===== config.mk =====
export PLATFORM = sky130hd
export DESIGN_NAME = uart_cmd_ctrl_flat
export DESIGN_NICKNAME = d
export VERILOG_FILES = /design/src/rtl/uart_cmd_ctrl_if.sv /design/src/rtl/uart_cmd_ctrl.sv /design/src/flat_wrapper.sv
export SDC_FILE = /design/constraint.sdc
export NUM_CORES = 1
export LEC_CHECK = 0
export CORE_ASPECT_RATIO = 2
export CORE_MARGIN = 3
export CORE_UTILIZATION = 45
export CTS_CLUSTER_DIAMETER = 60
export DETAILED_ROUTE_END_ITERATION = 10
export HOLD_SLACK_MARGIN = 0.15
export MAX_ROUTING_LAYER = met4
export PLACE_DENSITY = 0.67
export SYNTH_ARGS = -nofsm -noshare
export SYNTH_HDL_FRONTEND = slang
export SYNTH_SLANG_ARGS = --single-unit

===== constraint.sdc =====
create_clock -name i_Clock -period 6.6 [get_ports i_Clock]
set_input_delay 1.32 -clock i_Clock [delete_from_list [all_inputs] [get_ports i_Clock]]
set_output_delay 1.32 -clock i_Clock [all_outputs]
set_load 0.05 [all_outputs]

===== src/rtl/uart_cmd_ctrl_if.sv =====
// rtl/uart_cmd_ctrl_if.sv - UART and register-bus signal bundle for uart_cmd_ctrl
//
// Purpose: groups the receive, transmit, register-bus and error signals
// of the frame controller so they travel as one port.
// Ports (named from the controller's point of view):
//   i_RX_DV, i_RX_Byte      received byte strobe and value
//   o_TX_DV, o_TX_Byte      reply byte start pulse and value
//   i_TX_Done               transmitter finished pulse
//   o_Bus_Addr, o_Bus_Wr_En, o_Bus_Wr_Data, o_Bus_Rd_En, i_Bus_Rd_Data
//                           byte-wide register bus
//   o_Err, o_Err_Code, o_Err_Count
//                           rejected-frame pulse, last code, saturating count
// Modports: master = frame controller, slave = UART plus register file.
interface uart_cmd_ctrl_if;
  logic       i_RX_DV;
  logic [7:0] i_RX_Byte;
  logic       o_TX_DV;
  logic [7:0] o_TX_Byte;
  logic       i_TX_Done;
  logic [7:0] o_Bus_Addr;
  logic       o_Bus_Wr_En;
  logic [7:0] o_Bus_Wr_Data;
  logic       o_Bus_Rd_En;
  logic [7:0] i_Bus_Rd_Data;
  logic       o_Err;
  logic [1:0] o_Err_Code;
  logic [7:0] o_Err_Count;

  modport master (
    input  i_RX_DV, i_RX_Byte, i_TX_Done, i_Bus_Rd_Data,
    output o_TX_DV, o_TX_Byte, o_Bus_Addr, o_Bus_Wr_En, o_Bus_Wr_Data,
           o_Bus_Rd_En, o_Err, o_Err_Code, o_Err_Count
  );

  modport slave (
    output i_RX_DV, i_RX_Byte, i_TX_Done, i_Bus_Rd_Data,
    input  o_TX_DV, o_TX_Byte, o_Bus_Addr, o_Bus_Wr_En, o_Bus_Wr_Data,
           o_Bus_Rd_En, o_Err, o_Err_Code, o_Err_Count
  );
endinterface


===== src/rtl/uart_cmd_ctrl.sv =====
// rtl/uart_cmd_ctrl.sv - UART command-frame controller driving a byte-wide register bus
//
// Purpose: assembles SYNC, CMD, ADDR, DATA, CHK frames (CHK = CMD^ADDR^DATA),
// turns good writes into a one-cycle write strobe and good reads into a
// one-cycle read strobe followed by a one-byte UART reply.
// Ports:
//   i_Clock   system clock
//   i_Reset   synchronous reset, active high
//   bus       uart_cmd_ctrl_if.master (RX/TX handshakes, register bus, error status)
module uart_cmd_ctrl #(
  parameter logic [7:0] SYNC_BYTE    = 8'hA5,
  parameter logic [7:0] CMD_WR       = 8'h01,
  parameter logic [7:0] CMD_RD       = 8'h02,
  parameter int         TIMEOUT_CLKS = 21700
) (
  input  logic            i_Clock,
  input  logic            i_Reset,
  uart_cmd_ctrl_if.master bus
);
  localparam int CW = $clog2(TIMEOUT_CLKS + 1);

  typedef enum logic [3:0] {
    S_IDLE, S_CMD, S_ADDR, S_DATA, S_CHK,
    S_EXEC_WR, S_EXEC_RD, S_RD_CAP, S_TX_WAIT
  } state_t;

  state_t        state, state_n;
  logic [CW-1:0] to_cnt;
  logic [7:0]    cmd_q, addr_q, data_q;
  logic          in_frame, timeout, err_n;
  logic [1:0]    err_code_n;

  assign in_frame = (state == S_CMD) || (state == S_ADDR) ||
                    (state == S_DATA) || (state == S_CHK);
  // A byte in the expiry cycle wins over the timeout.
  assign timeout  = in_frame && !bus.i_RX_DV && (to_cnt == CW'(TIMEOUT_CLKS - 1));

  always_comb begin
    state_n    = state;
    err_n      = 1'b0;
    err_code_n = 2'd0;
    case (state)
      S_IDLE:    if (bus.i_RX_DV && bus.i_RX_Byte == SYNC_BYTE) state_n = S_CMD;
      S_CMD:
        if (bus.i_RX_DV) begin
          if (bus.i_RX_Byte == CMD_WR || bus.i_RX_Byte == CMD_RD) begin
            state_n = S_ADDR;
          end else begin
            state_n    = S_IDLE;
            err_n      = 1'b1;
            err_code_n = 2'd1;
          end
        end
      S_ADDR:    if (bus.i_RX_DV) state_n = S_DATA;
      S_DATA:    if (bus.i_RX_DV) state_n = S_CHK;
      S_CHK:
        if (bus.i_RX_DV) begin
          if (bus.i_RX_Byte == (cmd_q ^ addr_q ^ data_q)) begin
            state_n = (cmd_q == CMD_WR) ? S_EXEC_WR : S_EXEC_RD;
          end else begin
            state_n    = S_IDLE;
            err_n      = 1'b1;
            err_code_n = 2'd2;
          end
        end
      S_EXEC_WR: state_n = S_IDLE;
      S_EXEC_RD: state_n = S_RD_CAP;
      S_RD_CAP:  state_n = S_TX_WAIT;
      S_TX_WAIT: if (bus.i_TX_Done) state_n = S_IDLE;
      default:   state_n = S_IDLE;
    endcase
    if (timeout) begin
      state_n    = S_IDLE;
      err_n      = 1'b1;
      err_code_n = 2'd3;
    end
  end

  always_ff @(posedge i_Clock) begin
    if (i_Reset) begin
      state             <= S_IDLE;
      to_cnt            <= '0;
      cmd_q             <= 8'd0;
      addr_q            <= 8'd0;
      data_q            <= 8'd0;
      bus.o_TX_DV       <= 1'b0;
      bus.o_TX_Byte     <= 8'd0;
      bus.o_Bus_Addr    <= 8'd0;
      bus.o_Bus_Wr_En   <= 1'b0;
      bus.o_Bus_Wr_Data <= 8'd0;
      bus.o_Bus_Rd_En   <= 1'b0;
      bus.o_Err         <= 1'b0;
      bus.o_Err_Code    <= 2'd0;
      bus.o_Err_Count   <= 8'd0;
    end else begin
      state <= state_n;

      if (bus.i_RX_DV) begin
        case (state)
          S_CMD:   cmd_q  <= bus.i_RX_Byte;
          S_ADDR:  addr_q <= bus.i_RX_Byte;
          S_DATA:  data_q <= bus.i_RX_Byte;
          default: ;
        endcase
      end

      // Held at zero outside the frame states, so entry to CMD starts from 0.
      if (!in_frame || bus.i_RX_DV || timeout) to_cnt <= '0;
      else                                     to_cnt <= to_cnt + 1'b1;

      // Bus address/data only change for a frame that will execute.
      if (state_n == S_EXEC_WR || state_n == S_EXEC_RD) bus.o_Bus_Addr <= addr_q;
      if (state_n == S_EXEC_WR) bus.o_Bus_Wr_Data <= data_q;

      // Write strobe lands in the cycle after EXEC_WR; the read strobe is
      // issued together with EXEC_RD so that read data is back in RD_CAP.
      bus.o_Bus_Wr_En <= (state == S_EXEC_WR);
      bus.o_Bus_Rd_En <= (state_n == S_EXEC_RD);

      bus.o_TX_DV <= (state == S_RD_CAP);
      if (state == S_RD_CAP) bus.o_TX_Byte <= bus.i_Bus_Rd_Data;

      bus.o_Err <= err_n;
      if (err_n) begin
        bus.o_Err_Code <= err_code_n;
        if (bus.o_Err_Count != 8'hFF) bus.o_Err_Count <= bus.o_Err_Count + 8'd1;
      end
    end
  end
endmodule


===== src/flat_wrapper.sv =====
// flat-port wrapper written by rule: the top's interface ports become plain ports
module uart_cmd_ctrl_flat 
#(
  parameter logic [7:0] SYNC_BYTE    = 8'hA5,
  parameter logic [7:0] CMD_WR       = 8'h01,
  parameter logic [7:0] CMD_RD       = 8'h02,
  parameter int         TIMEOUT_CLKS = 21700
)
  (i_Clock, i_Reset, bus_i_RX_DV, bus_i_RX_Byte, bus_i_TX_Done, bus_i_Bus_Rd_Data, bus_o_TX_DV, bus_o_TX_Byte, bus_o_Bus_Addr, bus_o_Bus_Wr_En, bus_o_Bus_Wr_Data, bus_o_Bus_Rd_En, bus_o_Err, bus_o_Err_Code, bus_o_Err_Count);
  uart_cmd_ctrl_if bus_i ();
  input  logic i_Clock;
  input  logic i_Reset;
  input wire logic [$bits(bus_i.i_RX_DV)-1:0] bus_i_RX_DV;
  input wire logic [$bits(bus_i.i_RX_Byte)-1:0] bus_i_RX_Byte;
  input wire logic [$bits(bus_i.i_TX_Done)-1:0] bus_i_TX_Done;
  input wire logic [$bits(bus_i.i_Bus_Rd_Data)-1:0] bus_i_Bus_Rd_Data;
  output wire logic [$bits(bus_i.o_TX_DV)-1:0] bus_o_TX_DV;
  output wire logic [$bits(bus_i.o_TX_Byte)-1:0] bus_o_TX_Byte;
  output wire logic [$bits(bus_i.o_Bus_Addr)-1:0] bus_o_Bus_Addr;
  output wire logic [$bits(bus_i.o_Bus_Wr_En)-1:0] bus_o_Bus_Wr_En;
  output wire logic [$bits(bus_i.o_Bus_Wr_Data)-1:0] bus_o_Bus_Wr_Data;
  output wire logic [$bits(bus_i.o_Bus_Rd_En)-1:0] bus_o_Bus_Rd_En;
  output wire logic [$bits(bus_i.o_Err)-1:0] bus_o_Err;
  output wire logic [$bits(bus_i.o_Err_Code)-1:0] bus_o_Err_Code;
  output wire logic [$bits(bus_i.o_Err_Count)-1:0] bus_o_Err_Count;
  assign bus_i.i_RX_DV = bus_i_RX_DV;
  assign bus_i.i_RX_Byte = bus_i_RX_Byte;
  assign bus_i.i_TX_Done = bus_i_TX_Done;
  assign bus_i.i_Bus_Rd_Data = bus_i_Bus_Rd_Data;
  assign bus_o_TX_DV = bus_i.o_TX_DV;
  assign bus_o_TX_Byte = bus_i.o_TX_Byte;
  assign bus_o_Bus_Addr = bus_i.o_Bus_Addr;
  assign bus_o_Bus_Wr_En = bus_i.o_Bus_Wr_En;
  assign bus_o_Bus_Wr_Data = bus_i.o_Bus_Wr_Data;
  assign bus_o_Bus_Rd_En = bus_i.o_Bus_Rd_En;
  assign bus_o_Err = bus_i.o_Err;
  assign bus_o_Err_Code = bus_i.o_Err_Code;
  assign bus_o_Err_Count = bus_i.o_Err_Count;
  uart_cmd_ctrl #(.SYNC_BYTE(SYNC_BYTE), .CMD_WR(CMD_WR), .CMD_RD(CMD_RD), .TIMEOUT_CLKS(TIMEOUT_CLKS)) u_core (.i_Clock(i_Clock), .i_Reset(i_Reset), .bus(bus_i));
endmodule

==> results of run 1 <==
logic make-up after synthesis:
| group | count (synthesis) | share of synthesized area (%) |
|---|---|---|
| AOI/OAI and AO/OA | 36 | 6.31 |
| DFF | 81 | 45.4 |
| buffers and inverters | 22 | 2.42 |
| and+or+nand+nor | 170 | 22.7 |
| adders and majority gates | 2 | 0.701 |
| muxes | 47 | 13.4 |
| xor gates and xnor gates | 37 | 9.07 |
state kept, by name, summed over array words and instances, names as in the netlist:
name,flops
u_core.bus.o_TX_DV,1
u_core.bus.o_Bus_Wr_En,1
u_core.bus.o_Bus_Wr_Data,8
u_core.bus.o_Err_Code,2
u_core.state,4
u_core.data_q,8
u_core.bus.o_TX_Byte,8
u_core.bus.o_Err,1
u_core.addr_q,8
u_core.cmd_q,8
u_core.bus.o_Bus_Rd_En,1
u_core.bus.o_Bus_Addr,8
u_core.bus.o_Err_Count,8
u_core.to_cnt,15
layer usage:
metal | vias to the layer above | GRT usage [%] | part of all wire, %
met3 | 25 | 3.50 | 3.3
met2 | 65 | 31.7 | 52
met1 | 1308 | 21.5 | 41
met5 | - | - | 0
li1 | 1459 | - | -
met4 | 0 | 9.34 | 3.4
synth_stat cells (3+ instances only):
master / n / share of area [%]
dfxtp_1: 81 / 45
nor2_1: 74 / 7.8
mux2i_1: 41 / 11
nand2_1: 29 / 3.0
xnor2_1: 29 / 7.1
a21oi_1: 16 / 2.2
nand3_1: 16 / 2.2
nor2b_1: 13 / 2.3
clkbuf_1: 11 / 1.2
and3_1: 8 / 1.4
xor2_1: 8 / 2.0
o21ai_0: 7 / 0.98
inv_1: 6 / 0.63
nand4_1: 6 / 1.1
nor3_1: 6 / 0.84
mux2_2: 5 / 1.6
a31oi_1: 3 / 0.53
nor4_1: 3 / 0.53
nor4b_1: 3 / 0.74
final cells by class:
class | instances | area, um2 | share of cell area, %
clock buffer | 10 | 229 | 5.11
timing repair buffer | 60 | 588 | 13.1
multi-input combinational | 292 | 1870 | 41.7
sequential | 81 | 1620 | 36.2
clock inverter | 6 | 35.0 | 0.781
tap | 94 | 118 | 2.62
inverter | 6 | 22.5 | 0.502
per-stage QoR:
| step | utilization [%] | total power, mW | hold slack [ns] |
|---|---|---|---|
| 2_1_floorplan | - | 0.515 | 0.430 |
| 3_3_place_gp | 55.1 | 0.532 | 0.442 |
| 3_5_place_dp | 55.1 | 0.533 | 0.447 |
| 4_1_cts | 58.5 | 0.976 | 0.455 |
| 5_1_grt | 58.5 | 0.993 | 0.477 |
| 6_report | 58.5 | 0.966 | 0.455 |
worst register-to-register path: cells and delay by family, from the launching register on:
| family | cells | cell delay, ns |
|---|---|---|
| mux | 1 | 0.35 |
| simple gates | 3 | 1.04 |
| flops | 1 | 0.38 |
| fa+ha+maj | 1 | 0.22 |
| compound gates | 2 | 0.58 |
where the power goes:
group          switching (mW)  internal, mW
sequential           0.000155         0.489
clock                   0.192         0.252
combinational          0.0174        0.0153
total                   0.210         0.756
path summary, 6_finish.rpt:
path,start,to,slack (ns)
hold reg to reg,u_core.bus.o_TX_Byte[4],u_core.bus.o_TX_Byte[4],0.46
setup reg to reg,u_core.to_cnt[0],u_core.bus.o_Err_Count[7],3.91
setup / recovery,bus_i_RX_DV,u_core.bus.o_Err_Count[7],2.80
hold / removal,u_core.bus.o_TX_Byte[4],u_core.bus.o_TX_Byte[4],0.46
==> impl_metrics.toml, run 1 <==
[setup_path]
critical_path.top_delay_family = "simple AND/OR/NAND/NOR gates"
crit_cells = 6
cpMaxStageDelayCell = "clkdlybuf4s50_1"
cp-start-kind = "input port"
crit_chain = "clkdlybuf4s50_1, nor2b_1, nand3_1, o21a_4, o31ai_1, mux2_1"
cpPeakStageDelay_ns = 0.59
arrival_ns = 4.02
endpoint_kind = "flip-flop"
path_class = "input port to flip-flop"
r2r_cells = 7
worstPathMaxFanout = 11
required_ns = 6.82
critPathBufInv = 1

[clock_network]
cts_tree = "done"
clock_sinks = 81
worstSkewPairLatency_ns = 0.34
cts_buffer_depth = 2
clk_pin_slew_worst_paths_ns = 0.06
cts_buffers = 9
root_buffer = "clkbuf_16"
cts_setup_buffers = 0
htreeDepth = 3
cts_resized = 0
cts-hold-fix-buffers = 0

[logic_synthesis]
syn_area_mm2 = 0.00357
yosysWarnings = 0
syn_nets = 417
syn_inst = 395
ys_types = 43
ys_seq_area_share_pct = 45.4
async_reset_ff_share_pct = 0
synthFlopType = "dfxtp_1"
syn_avg_cell_area_um2 = 9.04
synth_edf_count = 0
ys_seq_elements = 81

[route]
drt_wl_total_um = 7820
first_pass_iters = 4
vias = 2857
ant_nets = 0
wl_per_cell_um = 14.2
drt_iter0_drc = 162
drc = 0
viasPerCell = 5.20

[global_route]
grt_pass1_wl_um = 13100
grt_usage_pct = 19.3
grt_pass1_vias = 2810
grt_max_degree = 69
grt_antenna_before_repair = 0
overflow = 0

[floorplan]
pin_count = 58
dieArea_mm2 = 0.00911
start_util_pct = 46.6
core_area_mm2 = 0.00766
die_x_um = 69.0
num_rows = 45
die_h_um = 132

[layout]
drive_above_1_share_pct = 7.47
fillers = 727
layout.nets = 472
final_common_cell = "dfxtp_1"
final_cell_count_no_fill = 549
antennaDiodeCount = 0
mostFrequentLayoutCells = "81 x dfxtp_1, 74 x nor2_1, 56 x clkdlybuf4s50_1, 41 x mux2i_1"
area_growth_pct = 25.5
final_area_mm2 = 0.00448

[pwr]
p_leak_nw = 1.55
power_density_mw_per_mm2 = 215
irDropWorstVdd_mv = 0.166

[timing]
slew_viol_final = 0
fin_ws_ns = 2.80
max_freq_ghz = 0.263
rsz0062_at_grt = "false"
fin_crit_sh_pct = 57.5
finalHoldViolCount = 0
finalClockSkew_ns = 0.00439
setup_tns_ns = 0
tightest_slew_ns = 0.963
post-route-min-period_ns = 3.80
max_slew_margin_pct = 35.5
setup_viol = 0

[min_path]
min_path_type = "flip-flop to flip-flop"
holdPathStages = 2

[run]
drv_cap = 0

[place]
placedCellCount = 533
dp_hpwl_um = 5680
io_buffers = 57
gp_congestion = 0.766
place_area_mm2 = 0.00422
dp_worst_setup_slack_ns = 2.46

[run_status]
status = "complete, no violations"
Note: power is estimated with default switching activity, not from simulation.
==> inputs of run 2 (changes only) <==
==> constraint.sdc (replaced) <==
create_clock -name i_Clock -period 3.91 [get_ports i_Clock]
set_input_delay 0.782 -clock i_Clock [delete_from_list [all_inputs] [get_ports i_Clock]]
set_output_delay 0.782 -clock i_Clock [all_outputs]
set_load 0.05 [all_outputs]
==> impl_metrics.toml, run 2 (synthesis results as in run 1) <==
[run_status]
status = "complete, no violations"

[layout]
antennaDiodeCount = 0
mostFrequentLayoutCells = "81 x dfxtp_1, 74 x nor2_1, 56 x clkdlybuf4s50_1, 41 x mux2i_1"
drive_above_1_share_pct = 8.50
top_register = "u_core.to_cnt"
layout.nets = 476
final_common_cell = "dfxtp_1"
largest_reg_flops = 15
area_growth_pct = 29.6

[pwr]
p_leak_nw = 1.63
power_density_mw_per_mm2 = 417
irDropWorstVdd_mv = 0.409

[clock_network]
clk_pin_slew_worst_paths_ns = 0.06
worstSkewPairLatency_ns = 0.34
cts_setup_buffers = 0
cts-hold-fix-buffers = 0
cts_buffers = 9
cts_buffer_depth = 2
clock_sinks = 81
root_buffer = "clkbuf_16"
htreeDepth = 3
cts_resized = 0
cts_tree = "done"

[setup_path]
required_ns = 4.13
cp-start-kind = "input port"
cpPeakStageDelay_ns = 0.60
crit_chain = "clkdlybuf4s50_1, xor2_1, xnor2_1, nand4_1, o21bai_1, a21oi_1, mux2_2"
worstPathMaxFanout = 8
arrival_ns = 3.12
r2r_cells = 7
cpMaxStageDelayCell = "clkdlybuf4s50_1"
critPathBufInv = 1
endpoint_kind = "flip-flop"
crit_cells = 7
critical_path.top_delay_family = "compound AO/OA/AOI/OAI gates"
path_class = "input port to flip-flop"

[route]
wl_per_cell_um = 14.9
first_pass_iters = 6
drc = 0
vias = 2901
viasPerCell = 5.25
ant_nets = 0
drt_iter0_drc = 101
drt_wl_total_um = 8250

[timing]
setup_viol = 0
rsz0062_at_grt = "false"
finalClockSkew_ns = 0.00478
post-route-min-period_ns = 2.90
holdWs_ns = 0.454
tightest_slew_ns = 0.618
slew_viol_final = 0
fin_crit_sh_pct = 74.2
finalHoldViolCount = 0
max_freq_ghz = 0.345
setup_tns_ns = 0
max_slew_margin_pct = 58.7

[place]
io_buffers = 57
dp_hpwl_um = 6040
gp_congestion = 0.789

[floorplan]
die_h_um = 132
dieArea_mm2 = 0.00911
core_area_mm2 = 0.00766
pin_count = 58
num_rows = 45
start_util_pct = 46.6
die_x_um = 69.0

[min_path]
min_path_type = "flip-flop to flip-flop"
holdPathStages = 2

[global_route]
grt_pass1_wl_um = 13700
overflow = 0
grt_antenna_before_repair = 0
grt_max_degree = 47
grt_usage_pct = 20.6
grt_pass1_vias = 2909

[run]
drv_cap = 0
## run 2: cell count changes in the layout (fill, tap and decap cells not counted), sizes merged
cell,change
bufinv,+4
clkinvlp,-2
clkbuf,+1
buf,+4
clkinv,-3
## run 2: cell type report
class / count / area (um2)
Fill cell: 711 / 3030
Clock buffer: 11 / 253
Timing Repair Buffer: 64 / 618
Clock inverter: 5 / 125
Inverter: 6 / 22.5
Tap cell: 94 / 118
Sequential cell: 81 / 1620
Multi-Input combinational cell: 292 / 1870
## run 2: layer usage
layer | GRT usage, % | routed length [um] | up-vias
met4 | 8.25 | 167 | 0
met5 | - | 0 | -
li1 | - | - | 1467
met2 | 36.2 | 4630 | 59
met3 | 4.52 | 275 | 12
met1 | 21.0 | 3180 | 1363
## run 2: through the flow
stage / area, um2 / instances / utilization (%) / power [mW] / setup slack, ns
2_1_floorplan: 3570 / 395 / - / 0.869 / 1.59
3_3_place_gp: 4250 / 537 / 55.5 / 0.899 / 0.774
3_5_place_dp: 4250 / 537 / 55.5 / 0.900 / 0.714
4_1_cts: 4630 / 553 / 60.4 / 1.94 / 1.02
5_1_grt: 4630 / 553 / 60.4 / 1.98 / 0.822
6_report: 4630 / 553 / 60.4 / 1.93 / 1.01
## run 2: worst paths after layout
| path | from | end | slack (ns) |
|---|---|---|---|
| min | u_core.bus.o_TX_Byte[6] | u_core.bus.o_TX_Byte[6] | 0.45 |
| min reg2reg | u_core.bus.o_TX_Byte[6] | u_core.bus.o_TX_Byte[6] | 0.45 |
| max | bus_i_RX_Byte[7] | u_core.bus.o_Err_Count[4] | 1.01 |
| max reg2reg | u_core.to_cnt[0] | u_core.bus.o_Err_Count[7] | 1.26 |
## run 2: worst min-delay path: stages, from the launching register on
cell	delay [ns]
dfxtp_1	0.31
nand2_1	0.05
a21oi_1	0.05
## run 2: power breakdown
| part | internal [mW] | switching (mW) |
|---|---|---|
| Combinational | 0.0259 | 0.0304 |
| Clock | 0.722 | 0.325 |
| Sequential | 0.825 | 0.000263 |
| Total | 1.57 | 0.356 |
==> inputs of run 3 (changes only) <==
--- a/config.mk
+++ b/config.mk
@@ -12,7 +12,7 @@
 export DETAILED_ROUTE_END_ITERATION = 10
 export HOLD_SLACK_MARGIN = 0.15
 export MAX_ROUTING_LAYER = met4
-export PLACE_DENSITY = 0.67
+export PLACE_DENSITY = 0.7
 export SYNTH_ARGS = -nofsm -noshare
 export SYNTH_HDL_FRONTEND = slang
 export SYNTH_SLANG_ARGS = --single-unit
==> constraint.sdc (replaced) <==
create_clock -name i_Clock -period 2.6 [get_ports i_Clock]
set_input_delay 0.52 -clock i_Clock [delete_from_list [all_inputs] [get_ports i_Clock]]
set_output_delay 0.52 -clock i_Clock [all_outputs]
set_load 0.05 [all_outputs]
==> impl_metrics.toml, run 3 (synthesis results as in run 1) <==
[min_path]
holdPathStages = 2
holdPathEnd = "u_core.bus.o_TX_Byte[7]"
hold_path.startpoint = "u_core.bus.o_TX_Byte[7]"
min_path_type = "flip-flop to flip-flop"

[route]
drt_wl_total_um = 8040
vias = 2961
first_pass_iters = 4
drt_iter0_drc = 157
drc = 0
viasPerCell = 5.24
wl_per_cell_um = 14.2
ant_nets = 0

[place]
io_buffers = 57
gp_congestion = 0.800
dp_hpwl_um = 6010
place_area_mm2 = 0.00435
placedCellCount = 551

[pwr]
seqPwrFrac_pct = 47.3
p_leak_nw = 1.67
swShare_pct = 19.4
clkPwrFrac_pct = 49.1
irDropWorstVdd_mv = 0.368
power_density_mw_per_mm2 = 562
comb_power_share_pct = 3.6
switchingPower_mw = 0.508
p_int_mw = 2.11

[timing]
holdWs_ns = 0.451
post-route-min-period_ns = 2.45
setup_viol = 0
rsz0062_at_grt = "false"
fin_crit_sh_pct = 94.1
finalHoldViolCount = 0
finalClockSkew_ns = 0.00408
max_freq_ghz = 0.409
max_slew_margin_pct = 62.8
tightest_slew_ns = 0.558
slew_viol_final = 0

[setup_path]
required_ns = 2.82
cpPeakStageDelay_ns = 0.72
arrival_ns = 2.67
worstReg2RegStart = "u_core.to_cnt[13]"
crit_chain = "or4b_2, nor4_4, nand2_1, o21a_4, o31ai_2, mux2_1"
critical_path.top_delay_family = "simple AND/OR/NAND/NOR gates"
worstPathMaxFanout = 9
worst_r2r_endpoint = "u_core.bus.o_Err_Count[7]"
endpoint_kind = "flip-flop"
cpMaxStageDelayCell = "or4b_2"
cp-start-kind = "flip-flop"
critPathBufInv = 0
r2r_cells = 6
r2r_slack_ns = 0.15
path_class = "flip-flop to flip-flop"

[clock_network]
clock_sinks = 81
clk_pin_slew_worst_paths_ns = 0.06
cts_buffers = 9
cts_tree = "done"
cts_buffer_depth = 2
worstSkewPairLatency_ns = 0.33
htreeDepth = 3
cts-hold-fix-buffers = 0
root_buffer = "clkbuf_16"

[layout]
final_common_cell = "dfxtp_1"
top_register = "u_core.to_cnt"
fin_util_pct = 60.9
final_cell_count_no_fill = 565
largest_reg_flops = 15
antennaDiodeCount = 0
drive_above_1_share_pct = 10.8
layout.nets = 490
mostFrequentLayoutCells = "81 x dfxtp_1, 74 x nor2_1, 56 x clkdlybuf4s50_1, 41 x mux2i_1"
area_growth_pct = 30.7
final_area_mm2 = 0.00467

[run]
drv_cap = 0

[global_route]
grt_usage_pct = 19.3
grt_max_degree = 54
grt_pass1_vias = 2817
grt_antenna_before_repair = 0
overflow = 0
grt_pass1_wl_um = 13000

[floorplan]
dieArea_mm2 = 0.00911
start_util_pct = 46.6
die_x_um = 69.0
core_area_mm2 = 0.00766
die_h_um = 132
num_rows = 45
pin_count = 58

[run_status]
status = "complete, no violations"
run 3: cell types whose count changed in the layout (fill, tap and decap cells not counted), sizes merged:
cell    before  now
clkinv       1    2
clkbuf      11   10
buf          8   22
bufinv       4    2
run 3: worst max path at each step:
stage	depth (start not counted)	endpoint	start	slack, ns
final	6	u_core.bus.o_Err_Count[7]	u_core.to_cnt[13]	0.15
after global placement	6	u_core.bus.o_Err_Count[5]	bus_i_RX_DV	-0.09
after detailed placement	6	u_core.bus.o_Err_Count[7]	bus_i_RX_DV	-0.19
after global routing	6	u_core.bus.o_Err_Count[7]	u_core.to_cnt[13]	0.04
after CTS	7	u_core.bus.o_Err_Count[7]	u_core.to_cnt[1]	0.03
after floorplan	7	u_core.bus.o_Err_Count[7]	u_core.to_cnt[0]	0.30
run 3: power groups by stage:
stage	Sequential, mW	Clock, mW	Combinational (mW)
2_1_floorplan	1.27	0	0.0375
3_3_place_gp	1.27	0	0.0931
3_5_place_dp	1.27	0	0.0947
4_1_cts	1.24	1.32	0.0949
5_1_grt	1.24	1.35	0.103
6_report	1.24	1.29	0.0943
run 3: metrics by stage:
step	setup TNS [ns]	power (mW)	worst slack, ns
4_1_cts	0	2.65	0.0287
5_1_grt	0	2.69	0.0433
3_5_place_dp	-0.587	1.36	-0.188
2_1_floorplan	0	1.31	0.299
6_report	0	2.62	0.154
3_3_place_gp	-0.177	1.36	-0.0890
run 3: routing by layer:
layer	up-vias	wire length, um	track usage (%)
li1	1494	-	-
met1	1397	3120	20.6
met2	61	4510	33.6
met3	9	271	2.90
met4	0	136	8.47
met5	-	0	-
run 3: worst reg2reg max path, stage by stage (launching register included):
cell and delay [ns]:
dfxtp_1 0.33, or4b_2 0.72, nor4_4 0.32, nand2_1 0.15, o21a_4 0.21, o31ai_2 0.27, mux2_1 0.34
run 3: timing repair:
item,4_1_cts,5_1_grt
endpoints found under the setup margin,0,2
gates resized for setup,0,3
buffers inserted,0,0
hold endpoints to repair,0,0
run 3: area by class of cell:
class | count | area, um2
Fill cell | 690 | 2990
Multi-Input combinational cell | 292 | 1880
Sequential cell | 81 | 1620
Timing Repair Buffer | 78 | 723
Clock buffer | 10 | 229
Tap cell | 94 | 118
Clock inverter | 4 | 70.1
Inverter | 6 | 22.5
